`src/rtl/alu_sequencer.sv`:
```
// Instruction sequencer: FIFO-buffered words driven through READ/EXEC/WRITE handshakes.
// Optional per-phase watchdog with ERR state and sticky error flag under `ALU_SEQ_TIMEOUT_EN.
module alu_sequencer #(
  parameter int TAMINSTR   = 8,
  parameter int FIFO_DEPTH = 4,
  parameter int TIMEOUT    = 15
) (
  input  logic                clk,
  input  logic                reset,
  input  logic                active,
  input  logic [TAMINSTR-1:0] instrucciones,
  output logic                ready,
  output logic [TAMINSTR-1:0] instr_cur,
  output logic                init,
  input  logic                doneOp,
  output logic                rd,
  input  logic                doneBr,
  output logic                busy,
  output logic                error,
  output logic [7:0]          count_ops
);

  localparam int AW = $clog2(FIFO_DEPTH);
  localparam int CW = $clog2(FIFO_DEPTH + 1);

  typedef enum logic [2:0] {
    S_IDLE,
    S_READ,
    S_EXEC,
`ifdef ALU_SEQ_TIMEOUT_EN
    S_WRITE,
    S_ERR
`else
    S_WRITE
`endif
  } state_t;

  state_t              r_state;
  state_t              w_next;
  logic [TAMINSTR-1:0] r_mem [FIFO_DEPTH];
  logic [AW-1:0]       r_wr_ptr;
  logic [AW-1:0]       r_rd_ptr;
  logic [CW-1:0]       r_count;
  logic [TAMINSTR-1:0] r_instr_cur;
  logic                r_init;
  logic                r_rd;
  logic [7:0]          r_count_ops;
  logic                w_push;
  logic                w_pop;
  logic                w_timeout;

  assign ready  = (r_count != CW'(FIFO_DEPTH));
  assign w_push = active && ready;
  assign w_pop  = (r_state == S_IDLE) && (r_count != '0);

  // Storage is not reset; occupancy and pointers define what is valid.
  always_ff @(posedge clk) begin
    if (w_push) begin
      r_mem[r_wr_ptr] <= instrucciones;
    end
  end

  always_ff @(posedge clk or negedge reset) begin
    if (!reset) begin
      r_wr_ptr    <= '0;
      r_rd_ptr    <= '0;
      r_count     <= '0;
      r_instr_cur <= '0;
    end else begin
      if (w_push) begin
        r_wr_ptr <= r_wr_ptr + 1'b1;
      end
      if (w_pop) begin
        r_rd_ptr    <= r_rd_ptr + 1'b1;
        r_instr_cur <= r_mem[r_rd_ptr];
      end
      case ({w_push, w_pop})
        2'b10:   r_count <= r_count + 1'b1;
        2'b01:   r_count <= r_count - 1'b1;
        default: r_count <= r_count;
      endcase
    end
  end

`ifdef ALU_SEQ_TIMEOUT_EN
  localparam int PW = (TIMEOUT > 2) ? $clog2(TIMEOUT) : 1;
  logic [PW-1:0] r_phase;
  logic          r_error;

  assign w_timeout = (r_phase == PW'(TIMEOUT - 1));

  // Cleared on every state change, so it restarts on entry to EXEC and WRITE.
  always_ff @(posedge clk or negedge reset) begin
    if (!reset) begin
      r_phase <= '0;
      r_error <= 1'b0;
    end else begin
      if (r_state != w_next) begin
        r_phase <= '0;
      end else if ((r_state == S_EXEC) || (r_state == S_WRITE)) begin
        r_phase <= r_phase + 1'b1;
      end
      if (w_next == S_ERR) begin
        r_error <= 1'b1;
      end
    end
  end

  assign error = r_error;
`else
  logic w_unused_timeout;
  assign w_unused_timeout = (TIMEOUT > 1);
  assign w_timeout        = 1'b0;
  assign error            = 1'b0;
`endif

  always_comb begin
    w_next = r_state;
    case (r_state)
      S_IDLE:  if (r_count != '0) w_next = S_READ;
      S_READ:  w_next = S_EXEC;
      S_EXEC: begin
        if (doneOp) begin
          w_next = S_WRITE;
        end
`ifdef ALU_SEQ_TIMEOUT_EN
        else if (w_timeout) begin
          w_next = S_ERR;
        end
`endif
      end
      S_WRITE: begin
        if (doneBr) begin
          w_next = S_IDLE;
        end
`ifdef ALU_SEQ_TIMEOUT_EN
        else if (w_timeout) begin
          w_next = S_ERR;
        end
`endif
      end
      default: w_next = S_IDLE;
    endcase
  end

  always_ff @(posedge clk or negedge reset) begin
    if (!reset) begin
      r_state     <= S_IDLE;
      r_init      <= 1'b0;
      r_rd        <= 1'b0;
      r_count_ops <= '0;
    end else begin
      r_state <= w_next;
      r_init  <= (w_next == S_READ);
      r_rd    <= (w_next == S_WRITE);
      if ((r_state == S_WRITE) && doneBr) begin
        r_count_ops <= r_count_ops + 8'd1;
      end
    end
  end

  assign instr_cur = r_instr_cur;
  assign init      = r_init;
  assign rd        = r_rd;
  assign count_ops = r_count_ops;
  assign busy      = (r_state != S_IDLE) || (r_count != '0);

endmodule

```
`config.mk`:
```
export PLATFORM = sky130hd
export DESIGN_NAME = alu_sequencer
export DESIGN_NICKNAME = d
export VERILOG_FILES = /design/src/rtl/alu_sequencer.sv
export SDC_FILE = /design/constraint.sdc
export NUM_CORES = 1
export LEC_CHECK = 0
export ABC_AREA = 1
export BUFFER_PORTS_ARGS = -buffer_cell sky130_fd_sc_hd__buf_2
export CAP_MARGIN = 10
export CORE_MARGIN = 5
export CORE_UTILIZATION = 50
export DETAILED_ROUTE_END_ITERATION = 8
export GPL_ROUTABILITY_DRIVEN = 1
export PLACE_DENSITY = 0.71
export SLEW_MARGIN = 20
export SYNTH_ARGS = -nofsm -noshare
export SYNTH_HDL_FRONTEND = slang
export SYNTH_SLANG_ARGS = --single-unit
```
`constraint.sdc`:
```
create_clock -name clk -period 2.7 [get_ports clk]
set_clock_uncertainty 0.05 [all_clocks]
set_input_delay 0.135 -clock clk [delete_from_list [all_inputs] [get_ports clk]]
set_output_delay 0.135 -clock clk [all_outputs]
set_load 0.02 [all_outputs]
```
# Word-level counts from Yosys, hierarchy flattened
# Memory sizes are Yosys's and may differ from the RTL's. A register that Yosys moved wholly into a read port is not among the register bits.
# Index checks and enable logic that the tools add are counted.
word_totals:
  register_bits: 20
  latch_bits: 0
  ram_bits: 32
  romBits: 0
  in_bits: 13
  elab_cells: 37
  memories: 1
memory_table:
  columns: ["name", "depth", "word_bits", "read_ports", "rd_ports_with_merged_regs", "write_ports", "line_no", "text"]
  rows:
  - ["r_mem", 4, 8, 1, 1, 1, "40", "logic [TAMINSTR-1:0] r_mem [FIFO_DEPTH];"]
classes:
  n_addsub: 5
  n_mul: 0
  n_div: 0
  n_lt_le_gt_ge: 0
  eq_ne: 8
  shift: 0
  mux: 7
  bitwise: 0
  n_reduce_logical: 9
op_table:
  columns: ["op", "n"]
  rows:
  - ["3-bit one-hot mux with 4 select lines", 1]
  - ["3-bit by 2-bit equality test with 1-bit output, second input constant", 3]
  - ["3-bit 2-to-1 mux", 3]
  - ["8-bit by 1-bit adder with 8-bit output, second input constant", 1]
  - ["3-bit by 1-bit equality test with 1-bit output, second input constant", 2]
  - ["3-bit one-hot mux with 2 select lines", 1]
  - ["3-bit nonzero test", 2]
  - ["2-bit by 1-bit adder with 2-bit output, second input constant", 2]
  - ["3-bit by 1-bit adder with 3-bit output, second input constant", 1]
  - ["1-bit logical AND", 3]
  - ["3-bit zero test", 1]
  - ["3-bit != test, second input constant", 1]
  - ["3-bit by 1-bit subtractor with 3-bit output, second input constant", 1]
  - ["2-bit by 1-bit equality test with 1-bit output, second input constant", 1]
  - ["2-bit equality test, second input constant", 1]
  - ["1-bit 2-to-1 mux", 2]
  - ["2-bit nonzero test", 1]
  - ["1-bit zero test", 1]
  - ["1-bit logical OR", 1]

# Logic depth before layout (Yosys ltp)
# Gate-level depths: netlist of run 1.
depth:
  ltp_word: 4
  ltp_mapped: 10
  ltp_nobuf: 10

# Worst setup path after synthesis of run 1
# OpenSTA, ideal clock, no wires.
synth_timing:
  path_kind: "register to register"
  from: "reg r_count[0]"
  to: "reg r_count[2]"
  setup_time_ps: 131
  arrival_time_ps: 1816
  setup_slack_ps: 703
  stages_incl_launch_ff: 9
  path_buffers: 0
  period_less_slack_ps: 1997
  cell_sequence: "dfrtp_1 -> inv_1 -> nand3_1 -> nand2_2 -> ha_1 -> fa_1 -> a21oi_1 -> o21ai_0 -> xor2_1"
synth_via:
  elab_chain_len: 4
synth_lines:
  columns: ["element", "line_no", "text"]
  rows:
  - ["from (decl)", "43", "logic [CW-1:0] r_count;"]
  - ["from (signal assigned)", "78", "2'b10: r_count <= r_count + 1'b1;"]
  - ["from (signal assigned)", "79", "2'b01: r_count <= r_count - 1'b1;"]
  - ["from (signal assigned)", "80", "default: r_count <= r_count;"]
  - ["3-bit != test *", "52", "assign ready = (r_count != CW'(FIFO_DEPTH));"]
  - ["via ready", "12", "output logic ready,"]
  - ["1-bit logical AND *", "53", "assign w_push = active && ready;"]
  - ["2-bit by 1-bit equality test with 1-bit output / 2-bit equality test (equally long branches)", "77", "case ({w_push, w_pop})"]
  - ["3-bit one-hot mux with 2 select lines / 2-bit nonzero test (equally long branches)", null, null]
# Mark *: on every way through the listed nets, which the timed path passes. The rest lies on a longest branch.
# A chain may end at the register's enable or synchronous reset.

# Worst setup path after layout of run 1
layout_timing:
  from: "reg r_state[2]"
  to: "reg r_count[2]"
layout_via:
  elab_chain_len: 4
layout_lines:
  columns: ["element", "line_no", "text"]
  rows:
  - ["from (decl)", "38", "state_t r_state;"]
  - ["from (signal assigned)", "153", "r_state <= w_next;"]
  - ["3-bit zero test *", "54", "assign w_pop = (r_state == S_IDLE) && (r_count != '0);"]
  - ["1-bit logical AND *", "54", null]
  - ["via w_pop", "49", "logic w_pop;"]
  - ["2-bit by 1-bit equality test with 1-bit output / 2-bit equality test (equally long branches)", "77", null]
  - ["3-bit one-hot mux with 2 select lines / 2-bit nonzero test (equally long branches)", null, null]
# Marks and branches as above.

==> results of run 1 <==
## worst paths after layout
kind	from	endpoint	slack, ns	cells past startpoint
max in group asynchronous	reset	instr_cur[0]	1.91	2
worst max-delay path	r_state[2]	r_count[2]	0.51	10
worst max register to register	r_state[2]	r_count[2]	0.51	10
min in group asynchronous	reset	count_ops[0]	0.29	2
worst min-delay path	doneOp	rd	0.05	3
worst min register to register	instr_cur[4]	instr_cur[4]	0.43	2
## cell usage after synthesis
cell	count	area, sq um
nand2_2	2	12.5
nor2_2	1	6.26
conb_1	1	3.75
xor2_1	4	35.0
edfxtp_1	32	961
nand2_1	59	221
buf_4	2	15.0
xnor2_1	4	35.0
nor2_4	1	11.3
o21ai_0	9	45.0
nand3_1	6	30.0
nand3_2	1	10.0
buf_2	1	5.00
or2_2	1	6.26
ha_1	6	75.1
fa_1	1	20.0
a21oi_1	3	15.0
inv_1	20	75.1
buf_6	3	33.8
nor2_1	47	176
inv_2	3	11.3
o21ai_1	9	45.0
dfrtp_1	28	701
nand4_1	2	12.5
## metal layers
layer	track usage (%)	vias to the layer above
li1	-	884
met1	19.7	819
met2	26.3	39
met3	3.73	7
met4	9.47	0
met5	0	-
## metrics by stage
stage / worst slack (ns) / power (W) / hold WS [ns] / util (%)
3_5_place_dp: 0.514 / 0.00238 / 0.133 / 55.3
3_3_place_gp: 0.584 / 0.00236 / 0.136 / 55.3
6_report: 0.511 / 0.00323 / 0.0474 / 61.4
4_1_cts: 0.503 / 0.00327 / 0.0284 / 61.4
2_1_floorplan: 0.703 / 0.00212 / -0.211 / -
5_1_grt: 0.337 / 0.00349 / 0.0501 / 61.4
## placed cells by master, fill, tap and decap left out, types with 9 or more instances in the layout
cell,synthesis,routed
buf_2,1,32
clkbuf_8,0,9
dfrtp_1,28,28
dlygate4sd3_1,0,9
edfxtp_1,32,32
inv_1,20,20
nand2_1,59,59
nor2_1,47,47
o21ai_0,9,9
o21ai_1,9,9
## repair_timing
item	CTS	global route
hold endpoints to repair	60	0
hold buffers	9	0
setup endpoints to repair	0	0
## cell type report
type,instances,area [sq um]
clock buffer,9,124
clock inverter,7,91.3
fill,434,1950
inverter,23,86.3
multi-input combinational,158,764
sequential,60,1660
tap,70,87.6
timing repair buffer,45,280
## cell families after synthesis
| kind of cell | Yosys count |
|---|---|
| and+or+nand+nor | 120 |
| other | 1 |
| adders and majority gates | 7 |
| xor gates and xnor gates | 8 |
| buffers and inverters | 29 |
| DFF | 60 |
| AOI/OAI and AO/OA | 21 |
## critical path: cells and delay by family, from the launching register on
kind / cells / cell delay [ns]
adders and majority gates: 2 / 0.62
DFF: 1 / 0.41
buffers and inverters: 3 / 0.29
and+or+nand+nor: 2 / 0.29
AOI/OAI and AO/OA: 2 / 0.25
xor gates and xnor gates: 1 / 0.16
## power breakdown
group | switching [W] | total [W] | internal (W) | leakage, nW
sequential | 0.000188 | 0.00141 | 0.00122 | 0.641
combinational | 0.000618 | 0.000964 | 0.000346 | 0.678
clock | 0.000344 | 0.000858 | 0.000514 | 0.0989
## registers in the layout (all words and copies together) (netlist names)
signal     flops
r_mem         32
instr_cur      8
init           1
count_ops      8
rd             1
r_rd_ptr       2
r_count        3
r_wr_ptr       2
r_state        3
==> parameters.txt, run 1 <==
Parameter                              Value

Place
  Post-placement cell count    347
  Total half-perimeter wirelength after legalization and detailed placement    3110 um
  Global placement routability congestion    0.731
  Total cell area at the placement stage    0.00279 sq mm
  Count of buffers from port buffering    32

Clock tree
  Count of clock tree sinks    60
  Clock-pin slew on the worst setup and hold paths    0.07 ns
  Clock Latency Late Sink    0.33 ns
  Cts bufs inserted    9
  Deepest level of the CTS H-tree    3
  Count of instances resized after the clock tree is built    0
  CTS tree    done
  Clock tree buffer depth    2
  CTS root buf    clkbuf_8
  Post-CTS setup buffer count    0

Logic synthesis
  Warnings from Yosys    0
  Number of instances in the synthesized netlist    246
  Post-synthesis register bit count    60
  Netlist area before placement    0.00256 sq mm
  Multiplexer share of the synthesized area    0%
  Syn_area_per_cell    10.4 sq um
  Area share of fa/ha/maj cells after synthesis    3.71%
  Post-synthesis simple-gate area fraction    19.0%
  Post-synthesis compound-gate area fraction    4.10%
  Combinational family with the most area after synthesis    simple AND/OR/NAND/NOR gates
  Post-Synth XOR/XNOR Area    2.73%
  Sequential cell area fraction in the yosys report    64.8%
  Number of distinct library cell variants in the gate-level netlist after synthesis    24

Detailed routing
  WL per Instance    12.4 um
  Vias per cell    4.70
  Routed WL    4610 um
  Detailed-routed wire length on met3    217 um
  Antenna Nets Post-Route    0
  WL met1    2120 um
  Drt first pass iters    4
  Top routing layer in use    met4
  Vias post-DR    1,749
  Met2 WL    2180 um
  Number of design-rule violations left by the first detailed-router iteration    75
  DRC    0

Floorplan
  Overall die height    81.6 um
  Cell Rows    26
  Area of the core region    0.00504 sq mm
  Boundary pin count    34
  Full die area    0.00666 sq mm
  Width of the die    81.6 um
  Effective utilization at floorplan    50.8%

Cells and area
  Number of standard cells in the final layout excluding fillers    372
  Fraction of layout cells with a size suffix above 1    19.9%
  Area growth from synthesis to final layout    20.8%
  Layout Cell Area excl Fill    0.00310 sq mm
  Inserted Diodes    0
  Nets@finish    317

GRT
  Antenna violations before repair    0
  Maximum number of pins on one net before global-route repair    29
  First-pass GRT wire length    7840 um
  Via count of the first global-routing pass    1,706
  Global route total overflow    0
  All-layer global routing usage    16.2%

Timing
  Worst Tran Pin Value    0.600 ns
  Total count of hold-check failures in the final report    0
  RSZ-0062 raised after global routing    no
  Final clock period utilization by the worst path    81.1%
  Final TNS setup    0 ns
  Minimum period implied by the final worst setup slack    2.19 ns
  Highest achievable clock rate    457 MHz
  Setup violations, final    0
  Count of final max-slew check failures    0
  Max-slew headroom at the worst pin    60.0%

Job
  Total of max-cap violations    0

Min path
  Classification of the worst-slack hold path    input port to register

Pwr
  Static leakage    1.42 nW
  Total power per unit cell area    1040 mW/mm^2
  Peak supply drop    0.636 mV

Setup path
  CP Class    register to register
  Endpoint arrival time on the critical path    2.35 ns
  CP cell instances    inv_1, nand2_1, inv_1, nand2_2, inv_2, ha_1, fa_1, a21oi_1, o21ai_0, xor2_1
  Largest stage delay on the critical path    0.41 ns
  CP max stage cell    dfrtp_1
  Type of element launching the critical path    register
  Required time worst endpoint    2.86 ns
  Cell mode on critical path    inv_1
  Max FO, Critical Path    13
  Crit end category    register

Run status
  Run status    completed
(Power assumes the default switching activity.)
==> inputs of run 2 (changes only) <==
==> constraint.sdc (replaced) <==
create_clock -name clk -period 2.1 [get_ports clk]
set_clock_uncertainty 0.05 [all_clocks]
set_input_delay 0.105 -clock clk [delete_from_list [all_inputs] [get_ports clk]]
set_output_delay 0.105 -clock clk [all_outputs]
set_load 0.02 [all_outputs]
==> run 2 against run 1 <==
Largest power group unchanged. First-iteration DRC count shrank 5.3%. Sequential power increased by 26%. Wire length rose by 3.0%. Combinational power is 40% higher. Flip-flop and latch count unchanged. Via count is 3.2% higher. Critical path depth down 1.
==> parameters.txt, run 2 (same netlist as run 1, synthesis figures left out) <==
Parameter                              Value

Timing
  Minimum period implied by the final worst setup slack    1.89 ns (-0.297 ns)
  Count of final max-slew check failures    0 (unchanged)
  Final TNS setup    0 ns (unchanged)
  Hold WS    0.0537 ns (+0.00633 ns)
  Highest achievable clock rate    528 MHz (+16%)
  Worst Setup Slack, final    0.208 ns (-0.303 ns)
  Setup violations, final    0 (unchanged)
  Worst Tran Pin Value    0.618 ns (+0.0176 ns)
  RSZ-0062 raised after global routing    no
  Total count of hold-check failures in the final report    0 (unchanged)
  Max-slew headroom at the worst pin    58.8% (-1.2 points)
  Final clock period utilization by the worst path    90.1% (+9.0 points)

Pwr
  Static leakage    1.44 nW (+1.4%)
  Total power per unit cell area    1320 mW/mm^2 (+27%)
  Peak supply drop    0.702 mV (+10%)

GRT
  All-layer global routing usage    16.4% (+0.20 points)
  Maximum number of pins on one net before global-route repair    29 (unchanged)
  Antenna violations before repair    0 (unchanged)
  First-pass GRT wire length    7860 um (+0.27%)
  Via count of the first global-routing pass    1,718 (+0.70%)
  Global route total overflow    0 (unchanged)

Detailed routing
  WL per Instance    12.6 um (+1.3%)
  DRC    0 (unchanged)
  Antenna Nets Post-Route    0 (unchanged)
  Vias per cell    4.78 (+1.6%)
  Vias post-DR    1,805 (+3.2%)
  Drt first pass iters    4 (unchanged)
  Number of design-rule violations left by the first detailed-router iteration    71 (-5.3%)
  Routed WL    4750 um (+3.0%)

Job
  Total of max-cap violations    0 (unchanged)

Setup path
  FF-to-FF setup slack    0.21 ns (-0.30 ns)
  Reg-to-reg critical path startpoint    r_count[1]
  Required time worst endpoint    2.26 ns (-0.60 ns)
  Depth of the most critical reg-to-reg path    9 (-1)
  Worst R2R End    r_count[2]
  Crit path from    r_count[1]
  Endpoint arrival time on the critical path    2.06 ns (-0.29 ns)
  CP Class    register to register
  Max FO, Critical Path    3 (-10)
  Type of element launching the critical path    register
  Crit end category    register

Cells and area
  Register name with the most flops    r_mem
  Fraction of layout cells with a size suffix above 1    20.5% (+0.59 points)
  Layout Cell Area excl Fill    0.00313 sq mm (+1.0%)
  Inserted Diodes    0 (unchanged)
  Leading cell type in the layout, fill and taps excluded    nand2_1
  Area growth from synthesis to final layout    22.0%
  Commonest cells after routing, fill and taps aside    59 x nand2_1, 47 x nor2_1, 32 x buf_2, 32 x edfxtp_1, 28 x dfrtp_1
  Number of standard cells in the final layout excluding fillers    378 (+1.6%)
  Nets@finish    323 (+1.9%)
  Max FFs per register    32 (unchanged)

Place
  Global placement routability congestion    0.726 (-0.67%)
  Total cell area at the placement stage    0.00281 sq mm (+0.81%)
  Count of buffers from port buffering    32 (unchanged)
  Total half-perimeter wirelength after legalization and detailed placement    3110 um (about the same)
  Dpl ws    0.143 ns (-0.371 ns)
  Post-placement cell count    350 (+0.86%)

Floorplan
  Full die area    0.00666 sq mm (unchanged)
  Cell Rows    26 (unchanged)
  Width of the die    81.6 um (unchanged)
  Overall die height    81.6 um (unchanged)
  Effective utilization at floorplan    50.8% (unchanged)
  Boundary pin count    34 (unchanged)
  Area of the core region    0.00504 sq mm (unchanged)

Clock tree
  CTS root buf    clkbuf_8
  Clock Latency Late Sink    0.33 ns (about the same)
  Clock-pin slew on the worst setup and hold paths    0.07 ns (about the same)
  Count of clock tree sinks    60 (unchanged)
  Clock tree buffer depth    2 (unchanged)
  CTS tree    done
  Deepest level of the CTS H-tree    3 (unchanged)
  Cts bufs inserted    9 (unchanged)

Min path
  Endpoint of the worst hold-timing path    r_state[0]
  Classification of the worst-slack hold path    input port to register
  Number of instances on the worst hold path    4 (+1)
  Worst Min Path Start    doneBr

Run status
  Run status    completed
-- run 2: cell types whose count changed in the layout (fill, tap and decap cells not counted), sizes merged --
cell         before  now
dlygate4sd3       9   11
buf              36   40
clkinv            2    1
bufinv            2    1
clkinvlp          3    2
clkbuf            9   12
-- run 2: through the flow --
stage                     power (W)  util (%)
final                       0.00413      62.0
after global routing        0.00444      62.0
after CTS                   0.00414      61.8
after detailed placement    0.00311      55.8
after global placement      0.00306      55.8
after floorplan             0.00273         -
-- run 2: area by class of cell --
cell class / count / area [sq um]
multi-input cells: 158 / 767
clock buffers: 12 / 145
repair buffers: 51 / 330
flip-flops and latches: 60 / 1660
well taps: 70 / 87.6
clock inverters: 4 / 48.8
inverters: 23 / 86.3
fillers: 412 / 1920
-- run 2: timing repair --
action | CTS | global route
hold buffers | 11 | 0
buffers inserted | 0 | 1
endpoints found under the hold margin | 61 | 0
resized for setup | 0 | 1
setup endpoints to repair | 0 | 1
-- run 2: power by group --
group	switching [W]	internal (W)
sequential	0.000200	0.00157
clock	0.000426	0.000577
combinational	0.000856	0.000498
total	0.00148	0.00264
-- run 2: worst max path at each step --
stage                            end  cells past startpoint
after floorplan           r_count[2]                      8
after global placement    r_count[2]                      8
after detailed placement  r_count[2]                      8
after CTS                 r_count[2]                      8
after global routing      r_count[2]                      8
final                     r_count[2]                      9
-- run 2: worst max-delay path: stages (launching register included) --
cell and delay (ns):
dfrtp_1 0.40, inv_1 0.11, nand3_1 0.11, nand2_2 0.10, inv_2 0.04, ha_2 0.18, fa_1 0.38, a21oi_1 0.14
o21ai_0 0.11, xor2_1 0.15
-- run 2: routing by layer --
metal	GRT usage, %	wire length, um
met3	4.82	282
met4	9.30	92
met1	19.5	2110
met5	0	0
met2	26.5	2270
==> inputs of run 3 (changes only) <==
--- a/config.mk
+++ b/config.mk
@@ -6,7 +6,7 @@
 export NUM_CORES = 1
 export LEC_CHECK = 0
 export ABC_AREA = 1
-export BUFFER_PORTS_ARGS = -buffer_cell sky130_fd_sc_hd__buf_2
+export BUFFER_PORTS_ARGS = -buffer_cell sky130_fd_sc_hd__buf_4
 export CAP_MARGIN = 10
 export CORE_MARGIN = 5
 export CORE_UTILIZATION = 50
==> run 3 against run 2 <==
Design area is 2.8% higher. Register-to-register slack worse by 0.04 ns. Critical path type unchanged. Combinational power is 4% higher. Non-clock buffer count is 1 lower. Hold slack worse by 0.026 ns. Worst setup slack worse by 0.041 ns. Utilization is 1.7 points higher. Global-route usage is 0.28 points lower. Fmax is 2.1% lower. Largest power group unchanged. Final cell count is 0.26% lower. Via count is 3.4% lower.
==> parameters.txt, run 3 (same netlist as run 1, synthesis figures left out) <==
Parameter                              Value

GRT
  Maximum number of pins on one net before global-route repair    29 (unchanged)
  All-layer global routing usage    16.1% (-0.28 points)
  Antenna violations before repair    0 (unchanged)
  Via count of the first global-routing pass    1,762 (+2.6%)
  First-pass GRT wire length    7910 um (+0.70%)
  Global route total overflow    0 (unchanged)

Detailed routing
  Routed WL    4570 um (-3.9%)
  Top routing layer in use    met4
  Met2 WL    2230 um (-1.6%)
  WL per Instance    12.1 um (-3.6%)
  Antenna Nets Post-Route    0 (unchanged)
  Vias per cell    4.62 (-3.2%)
  WL met1    2010 um (-4.6%)
  Drt first pass iters    4 (unchanged)
  Detailed-routed wire length on met3    247 um (-12%)
  Number of design-rule violations left by the first detailed-router iteration    66 (-7.0%)
  Vias post-DR    1,743 (-3.4%)
  DRC    0 (unchanged)

Setup path
  Required time worst endpoint    2.25 ns (about the same)
  Bufs and invs on worst path    2 (unchanged)
  Depth of the most critical reg-to-reg path    9 (unchanged)
  Worst R2R End    r_count[2]
  Endpoint arrival time on the critical path    2.08 ns (+0.02 ns)
  Critical path's top delay family    adder cells
  FF-to-FF setup slack    0.17 ns (-0.04 ns)
  Crit end category    register
  Reg-to-reg critical path startpoint    r_count[1]
  CP max stage cell    dfrtp_1
  CP Class    register to register
  Type of element launching the critical path    register
  Max FO, Critical Path    3 (unchanged)
  Largest stage delay on the critical path    0.39 ns (about the same)
  CP cell instances    inv_1, nand3_1, nand2_2, inv_2, ha_1, fa_1, a21oi_1, o21ai_0, xor2_1

Min path
  Classification of the worst-slack hold path    input port to register
  Worst Min Path Start    doneOp
  Number of instances on the worst hold path    3 (-1)
  Endpoint of the worst hold-timing path    rd

Timing
  Highest achievable clock rate    517 MHz (-2.1%)
  Minimum period implied by the final worst setup slack    1.93 ns (+0.0409 ns)
  RSZ-0062 raised after global routing    no
  Setup violations, final    0 (unchanged)
  Count of final max-slew check failures    0 (unchanged)
  Worst Setup Slack, final    0.167 ns (-0.0409 ns)
  Total count of hold-check failures in the final report    0 (unchanged)
  Final TNS setup    0 ns (unchanged)
  Final clock period utilization by the worst path    92.1% (+1.9 points)

Clock tree
  Clock tree buffer depth    2 (unchanged)
  Cts bufs inserted    9 (unchanged)
  CTS root buf    clkbuf_8
  Count of instances resized after the clock tree is built    0 (unchanged)
  Clock Latency Late Sink    0.33 ns (about the same)
  Clock-pin slew on the worst setup and hold paths    0.06 ns (about the same)
  Count of clock tree sinks    60 (unchanged)
  Deepest level of the CTS H-tree    3 (unchanged)
  CTS tree    done

Cells and area
  Area growth from synthesis to final layout    25.4%
  Nets@finish    322 (-0.31%)
  Number of standard cells in the final layout excluding fillers    377 (-0.26%)
  Fraction of layout cells with a size suffix above 1    20.5% (+0.067 points)
  Commonest cells after routing, fill and taps aside    59 x nand2_1, 47 x nor2_1, 40 x buf_4
  Max FFs per register    32 (unchanged)
  Layout Utilization    63.7% (+1.7 points)
  Leading cell type in the layout, fill and taps excluded    nand2_1
  Register name with the most flops    r_mem
  Inserted Diodes    0 (unchanged)
  FILL cells    412 (unchanged)

Pwr
  Static leakage    1.47 nW (+2.1%)
  Total power per unit cell area    1320 mW/mm^2 (about the same)
  Peak supply drop    0.634 mV (-9.6%)
  Total Power    0.00424 W (+2.7%)

Floorplan
  Full die area    0.00666 sq mm (unchanged)
  Width of the die    81.6 um (unchanged)
  Effective utilization at floorplan    50.8% (unchanged)
  Cell Rows    26 (unchanged)
  Boundary pin count    34 (unchanged)
  Overall die height    81.6 um (unchanged)
  Area of the core region    0.00504 sq mm (unchanged)

Place
  Dpl ws    0.177 ns (+0.0337 ns)
  Total half-perimeter wirelength after legalization and detailed placement    3030 um (-2.6%)
  Post-placement cell count    350 (unchanged)
  Count of buffers from port buffering    32 (unchanged)
  Global placement routability congestion    0.682 (-6.1%)

Run status
  Run status    completed

Job
  Total of max-cap violations    0 (unchanged)
## run 3: worst max-delay path by stage
stage,slack (ns),from,cells past startpoint,end
3_5_place_dp,0.18,r_count[0],9,r_count[2]
3_3_place_gp,0.22,r_count[0],8,r_count[2]
2_1_floorplan,0.10,r_count[0],8,r_count[2]
5_1_grt,0.01,r_state[2],10,r_count[2]
4_1_cts,0.16,r_count[0],9,r_count[2]
6_report,0.17,r_count[1],9,r_count[2]
## run 3: final cells by class
class	count	area (sq um)	share of cell area, %
flip-flops and latches	60	1660	51.7
well taps	70	87.6	2.73
inverters	23	86.3	2.69
clock buffers	13	170	5.30
clock inverters	3	42.5	1.32
repair buffers	50	400	12.5
multi-input cells	158	764	23.8
## run 3: where the power goes
part / internal [W] / switching, W / total (W)
Combinational: 0.000556 / 0.000852 / 0.00141
Clock: 0.000651 / 0.000419 / 0.00107
Sequential: 0.00157 / 0.000190 / 0.00176
## run 3: through the flow
| step | hold WS [ns] | area, sq um |
|---|---|---|
| after floorplan | -0.241 | 2570 |
| after global placement | -0.00373 | 2890 |
| after detailed placement | -0.00185 | 2890 |
| after CTS | 0.0164 | 3210 |
| after global routing | 0.0321 | 3210 |
| final | 0.0280 | 3210 |
## run 3: repair_timing
item                                   4_1_cts  5_1_grt
endpoints found under the hold margin       61        0
setup buffers                                0        1
hold buffers                                10        0
setup endpoints to repair                    0        1
## run 3: per-layer routing
layer / track usage [%] / vias to the layer above
met5: 0 / -
met1: 19.4 / 804
li1: - / 895
met3: 5.48 / 7
met4: 7.31 / 0
met2: 26.1 / 37
## run 3: worst min-delay path: stages
cell	delay, ns
buf_4	0.11
nand4_1	0.10
nand2_1	0.06
